--- config.mk ---
export PLATFORM = sky130hd
export DESIGN_NAME = boot_loader
export DESIGN_NICKNAME = d
export VERILOG_FILES = /design/src/rtl/boot_pkg.sv /design/src/rtl/boot_loader.sv
export SDC_FILE = /design/constraint.sdc
export NUM_CORES = 1
export LEC_CHECK = 0
export ABC_AREA = 1
export CORE_ASPECT_RATIO = 0.8
export CORE_MARGIN = 3
export CORE_UTILIZATION = 35
export DETAILED_ROUTE_END_ITERATION = 12
export SETUP_SLACK_MARGIN = 0.2
export SYNTH_ARGS = -nofsm -noshare
export SYNTH_HDL_FRONTEND = slang
export SYNTH_SLANG_ARGS = --single-unit
--- constraint.sdc ---
create_clock -name clk -period 6.9 [get_ports clk]
set_clock_uncertainty 0.2 [all_clocks]
set_input_delay 1.38 -clock clk [delete_from_list [all_inputs] [get_ports clk]]
set_output_delay 1.38 -clock clk [all_outputs]
set_load 0.1 [all_outputs]
--- src/rtl/boot_pkg.sv ---
// Shared constants and FSM encoding for the framed-stream memory boot loader.
package boot_pkg;

    localparam logic [7:0] SYNC_BYTE = 8'h55;
    localparam logic [7:0] CMD_IMEM  = 8'h01;
    localparam logic [7:0] CMD_DMEM  = 8'h02;
    localparam logic [7:0] CMD_RUN   = 8'h03;

    localparam logic [1:0] ERR_NONE  = 2'b00;
    localparam logic [1:0] ERR_CHK   = 2'b01;
    localparam logic [1:0] ERR_RANGE = 2'b10;
    localparam logic [1:0] ERR_CMD   = 2'b11;

    typedef enum logic [3:0] {
        S_IDLE,
        S_CMD,
        S_A0,
        S_A1,
        S_L0,
        S_L1,
        S_DATA,
        S_CHK,
        S_ERR,
        S_RUNNING
    } state_t;

endpackage

--- src/rtl/boot_loader.sv ---
// Framed byte-stream loader for IMEM/DMEM; holds the CPU in reset until a RUN frame.
// Write strobe 1 cycle after each DATA beat; in_ready drops only once RUNNING.
module boot_loader
    import boot_pkg::*;
#(
    parameter int ADDR_W    = 10,
    parameter int MEM_BYTES = 1024
) (
    input  logic              clk,
    input  logic              rst,
    input  logic              in_valid,
    input  logic [7:0]        in_data,
    output logic              in_ready,
    output logic              imem_we,
    output logic              dmem_we,
    output logic [ADDR_W-1:0] mem_addr,
    output logic [7:0]        mem_wdata,
    output logic              cpu_hold,
    output logic              busy,
    output logic              err,
    output logic [1:0]        err_code
);

    state_t      state, next_state;
    logic [15:0] base;
    logic [15:0] len;
    logic [15:0] idx;
    logic [7:0]  acc;
    logic        is_dmem;
    logic        is_run;

    logic        beat;
    logic [15:0] len_full;
    logic        range_bad;
    logic        err_set;
    logic [1:0]  err_val;

    assign beat     = in_valid && in_ready;
    assign in_ready = (state != S_RUNNING);
    assign cpu_hold = (state != S_RUNNING);
    assign busy     = !(state == S_IDLE || state == S_ERR || state == S_RUNNING);

    // Length as it stands on the L1 beat, before the high byte is registered.
    assign len_full  = {in_data, len[7:0]};
    assign range_bad = ({1'b0, base} + {1'b0, len_full}) > 17'(MEM_BYTES);

    always_ff @(posedge clk or negedge rst) begin
        if (!rst) state <= S_IDLE;
        else      state <= next_state;
    end

    always_comb begin
        next_state = state;
        err_set    = 1'b0;
        err_val    = ERR_NONE;
        if (beat) begin
            case (state)
                S_IDLE: if (in_data == SYNC_BYTE) next_state = S_CMD;
                S_CMD: begin
                    if (in_data == CMD_IMEM || in_data == CMD_DMEM) begin
                        next_state = S_A0;
                    end else if (in_data == CMD_RUN) begin
                        next_state = S_CHK;
                    end else begin
                        next_state = S_ERR;
                        err_set    = 1'b1;
                        err_val    = ERR_CMD;
                    end
                end
                S_A0: next_state = S_A1;
                S_A1: next_state = S_L0;
                S_L0: next_state = S_L1;
                S_L1: begin
                    if (range_bad) begin
                        next_state = S_ERR;
                        err_set    = 1'b1;
                        err_val    = ERR_RANGE;
                    end else if (len_full == 16'd0) begin
                        next_state = S_CHK;
                    end else begin
                        next_state = S_DATA;
                    end
                end
                S_DATA: if (idx == len - 16'd1) next_state = S_CHK;
                S_CHK: begin
                    if (in_data != acc) begin
                        next_state = S_ERR;
                        err_set    = 1'b1;
                        err_val    = ERR_CHK;
                    end else if (is_run) begin
                        next_state = S_RUNNING;
                    end else begin
                        next_state = S_IDLE;
                    end
                end
                S_ERR:     if (in_data == SYNC_BYTE) next_state = S_CMD;
                S_RUNNING: next_state = S_RUNNING;
                default:   next_state = S_IDLE;
            endcase
        end
    end

    always_ff @(posedge clk or negedge rst) begin
        if (!rst) begin
            base      <= '0;
            len       <= '0;
            idx       <= '0;
            acc       <= '0;
            is_dmem   <= 1'b0;
            is_run    <= 1'b0;
            err       <= 1'b0;
            err_code  <= ERR_NONE;
            imem_we   <= 1'b0;
            dmem_we   <= 1'b0;
            mem_addr  <= '0;
            mem_wdata <= '0;
        end else begin
            imem_we <= 1'b0;
            dmem_we <= 1'b0;
            if (err_set) begin
                err      <= 1'b1;
                err_code <= err_val;
            end
            if (beat) begin
                case (state)
                    S_IDLE, S_ERR: begin
                        if (in_data == SYNC_BYTE) begin
                            acc      <= '0;
                            idx      <= '0;
                            err      <= 1'b0;
                            err_code <= ERR_NONE;
                        end
                    end
                    S_CMD: begin
                        acc     <= acc ^ in_data;
                        is_dmem <= (in_data == CMD_DMEM);
                        is_run  <= (in_data == CMD_RUN);
                    end
                    S_A0: begin
                        acc       <= acc ^ in_data;
                        base[7:0] <= in_data;
                    end
                    S_A1: begin
                        acc        <= acc ^ in_data;
                        base[15:8] <= in_data;
                    end
                    S_L0: begin
                        acc      <= acc ^ in_data;
                        len[7:0] <= in_data;
                    end
                    S_L1: begin
                        acc       <= acc ^ in_data;
                        len[15:8] <= in_data;
                    end
                    S_DATA: begin
                        acc       <= acc ^ in_data;
                        idx       <= idx + 16'd1;
                        imem_we   <= !is_dmem;
                        dmem_we   <= is_dmem;
                        mem_addr  <= base[ADDR_W-1:0] + idx[ADDR_W-1:0];
                        mem_wdata <= in_data;
                    end
                    default: ;
                endcase
            end
        end
    end

endmodule

==> flow_metrics.py <==
metrics = {
    "outcome": {
        "status": "finished, final reports clean",
    },
    "routing": {
        "viasPerCell": 4.78,
        "postRouteWirelength_um": 14700,
        "route.detailed.drc": 0,
        "ant_nets": 0,
        "first_pass_iters": 5,
        "routed.top_layer": "met4",
        "met3_length_um": 613,
        "wl_met1_um": 7830,
        "wl_met2_um": 6180,
        "drtIter0Drc": 294,
        "routedWlPerCell_um": 13.8,
        "route.vias.total": 5095,
    },
    "clock_tree": {
        "numCtsBuffers": 9,
        "cts_setup_buffers": 0,
        "clkSinkCount": 85,
        "ctsHoldBuffers": 0,
        "clock-root-buffer": "clkbuf_16",
        "htreeDepth": 3,
        "cts_buffer_depth": 2,
        "clock_latency_ns": 0.35,
        "cts_tree": "done",
        "clk_pin_slew_ns": 0.07,
        "cts_resized": 0,
    },
    "place": {
        "place_ws_ns": 2.80,
        "gp_congestion": 0.866,
        "dp_hpwl_um": 11400,
        "dpl_cell_area_um2": 6410,
        "io_buffers": 36,
    },
    "run": {
        "max-cap-violations": 0,
    },
    "sta": {
        "worstMarginPinSlew_ns": 1.09,
        "tns_ns": 0,
        "final-setup-viol-count": 0,
        "period_needed_ns": 3.99,
        "timing.final.ws_setup_ns": 2.91,
        "fin_crit_sh_pct": 57.8,
        "hold_violations": 0,
        "slew_violations": 0,
        "max_freq_ghz": 0.251,
        "rsz0062_at_grt": "no",
        "max_slew_margin_pct": 27.3,
    },
    "synthesis": {
        "netlist_instances": 811,
        "synth_edf_count": 0,
        "yosysUniqueCellTypes": 45,
        "syn-num-nets": 851,
        "yosys.area.top_type": "dfrtp_1",
        "synth.top_cell.area_share_pct": 36.5,
        "syn-cell-area_um2": 5830,
        "synthFlopType": "dfrtp_1",
        "yosysWarnings": 0,
        "async_reset_ff_share_pct": 100,
        "synth-seq-cells": 85,
        "yosysSeqAreaShare_pct": 36.5,
        "synth.area.top_cells": "dfrtp_1 (36%), nand2_1 (16%), inv_1 (6.5%), ha_1 (5.8%), o21ai_0 (5.7%)",
        "avgSynthCellArea_um2": 7.19,
    },
    "setup_path": {
        "end_kind": "primary output",
        "start_kind": "flop",
        "r2r_cells": 16,
        "cp_max_fo": 7,
        "required_ns": 5.32,
        "crit_start": "state[1]",
        "path_class": "flop to primary output",
        "cp_data_arrival_time_ns": 2.41,
        "regToRegSetupSlack_ns": 4.10,
        "rr_startpoint": "base[0]",
    },
    "die": {
        "ioPinCount": 37,
        "fp.dieH_um": 121,
        "dieArea_um2": 18300,
        "die_x_um": 150,
        "core_um2": 16100,
        "initial_core_util_pct": 36.3,
        "rows": 41,
    },
    "cells_and_area": {
        "final_area_um2": 6710,
        "num_antenna_cells": 0,
        "drive_above_1_share_pct": 5.88,
        "areaGrowthSynthToFinish_pct": 15.1,
        "multi_input_area_um2": 3230,
        "fillCellCount": 1652,
        "seq_area_um2": 2130,
        "postLayoutCoreUtil_pct": 41.8,
        "nets": 886,
    },
    "global_routing": {
        "grt_max_degree": 59,
        "grt_pass1_vias": 4740,
        "grt_first_pass_wirelength_um": 24100,
        "grt-ovfl-total": 0,
        "antenna_found_initial": 0,
        "grtUsageTotal_pct": 16.7,
    },
    "worst_hold_path": {
        "hp-class": "flop to flop",
        "hold_start": "mem_addr[0]",
        "worstHoldPathCells": 2,
    },
    "pwr": {
        "power_density_nw_per_um2": 291,
        "ir_drop_mv": 0.195,
        "p_leak_nw": 3.42,
    },
}
[flip-flops by register name (all words and copies together) (netlist names)]
name	count
base	16
idx	16
len	16
mem_addr	10
acc	8
mem_wdata	8
state	4
err_code	2
dmem_we	1
err	1
imem_we	1
is_dmem	1
is_run	1
[logic make-up (layout without fill, tap and decap cells)]
| kind of cell | after synthesis | count (layout) | share of synthesized area [%] |
|---|---|---|---|
| adder cells (fa/ha/maj) | 29 | 29 | 6.48 |
| AO/OA/AOI/OAI | 111 | 111 | 10.6 |
| AND/OR/NAND/NOR | 421 | 421 | 31.7 |
| XOR/XNOR | 43 | 43 | 6.70 |
| flip-flops | 85 | 85 | 36.5 |
| buffers and inverters | 122 | 162 | 8.07 |
[synthesized netlist by cell type, types with 9 or more instances]
library cell  count
nand2_1         242
inv_1           101
dfrtp_1          85
nor2_1           69
o21ai_0          66
nand3_1          55
xor2_1           32
ha_1             27
a21oi_1          23
xnor2_1          10
nand4_1           9
o31ai_1           9
[critical path, stage by stage, from the launching register on]
cell and delay (ns):
dfrtp_1 0.47, nor2_2 0.20, inv_2 0.07, nor3_2 0.21, inv_1 0.12, clkdlybuf4s50_1 0.98
[final cells by class]
| class | instances | share of cell area (%) |
|---|---|---|
| well taps | 215 | 4.01 |
| multi-input cells | 604 | 48.2 |
| clock inverters | 7 | 1.19 |
| repair buffers | 37 | 5.44 |
| clock buffers | 9 | 3.36 |
| flip-flops and latches | 85 | 31.7 |
| inverters | 109 | 6.13 |
[layout by cell type (no fill, tap or decap), types with 4 or more instances in the layout]
master,instances
nand2_1,242
inv_1,101
dfrtp_1,85
nor2_1,69
o21ai_0,66
nand3_1,55
clkdlybuf4s50_1,35
xor2_1,32
ha_1,27
a21oi_1,23
xnor2_1,10
nand4_1,9
o31ai_1,9
clkbuf_16,9
nor3_1,7
inv_2,7
nor2_2,6
nor4_1,6
nand3b_1,5
nor2_4,4
[routing by layer]
metal  vias to the layer above  GRT usage, %
met5                         -             0
li1                       2680             -
met3                         9          3.29
met1                      2296          25.1
met2                       110          24.7
met4                         0          3.54
[through the flow]
stage,std cells,total power [mW],hold slack [ns]
4_1_cts,1066,1.97,0.278
3_5_place_dp,1050,1.45,0.262
3_3_place_gp,1050,1.45,0.256
5_1_grt,1066,2.10,0.305
6_report,1066,1.95,0.273
2_1_floorplan,811,1.26,0.226
[path summary, 6_finish.rpt]
| kind | endpoint |
|---|---|
| setup / recovery | cpu_hold |
| hold / removal | mem_addr[0] |
| setup reg to reg | err |
| hold reg to reg | mem_addr[0] |
| max in group asynchronous | err_code[0] |
| min in group asynchronous | mem_wdata[3] |
[power by group]
group | internal [mW] | leakage, nW | switching [mW] | total [mW]
logic | 0.271 | 2.13 | 0.529 | 0.800
clock network | 0.287 | 0.149 | 0.222 | 0.508
registers | 0.564 | 1.14 | 0.0792 | 0.643
total | 1.12 | 3.42 | 0.830 | 1.95
Note: power is estimated with default switching activity, not from simulation.
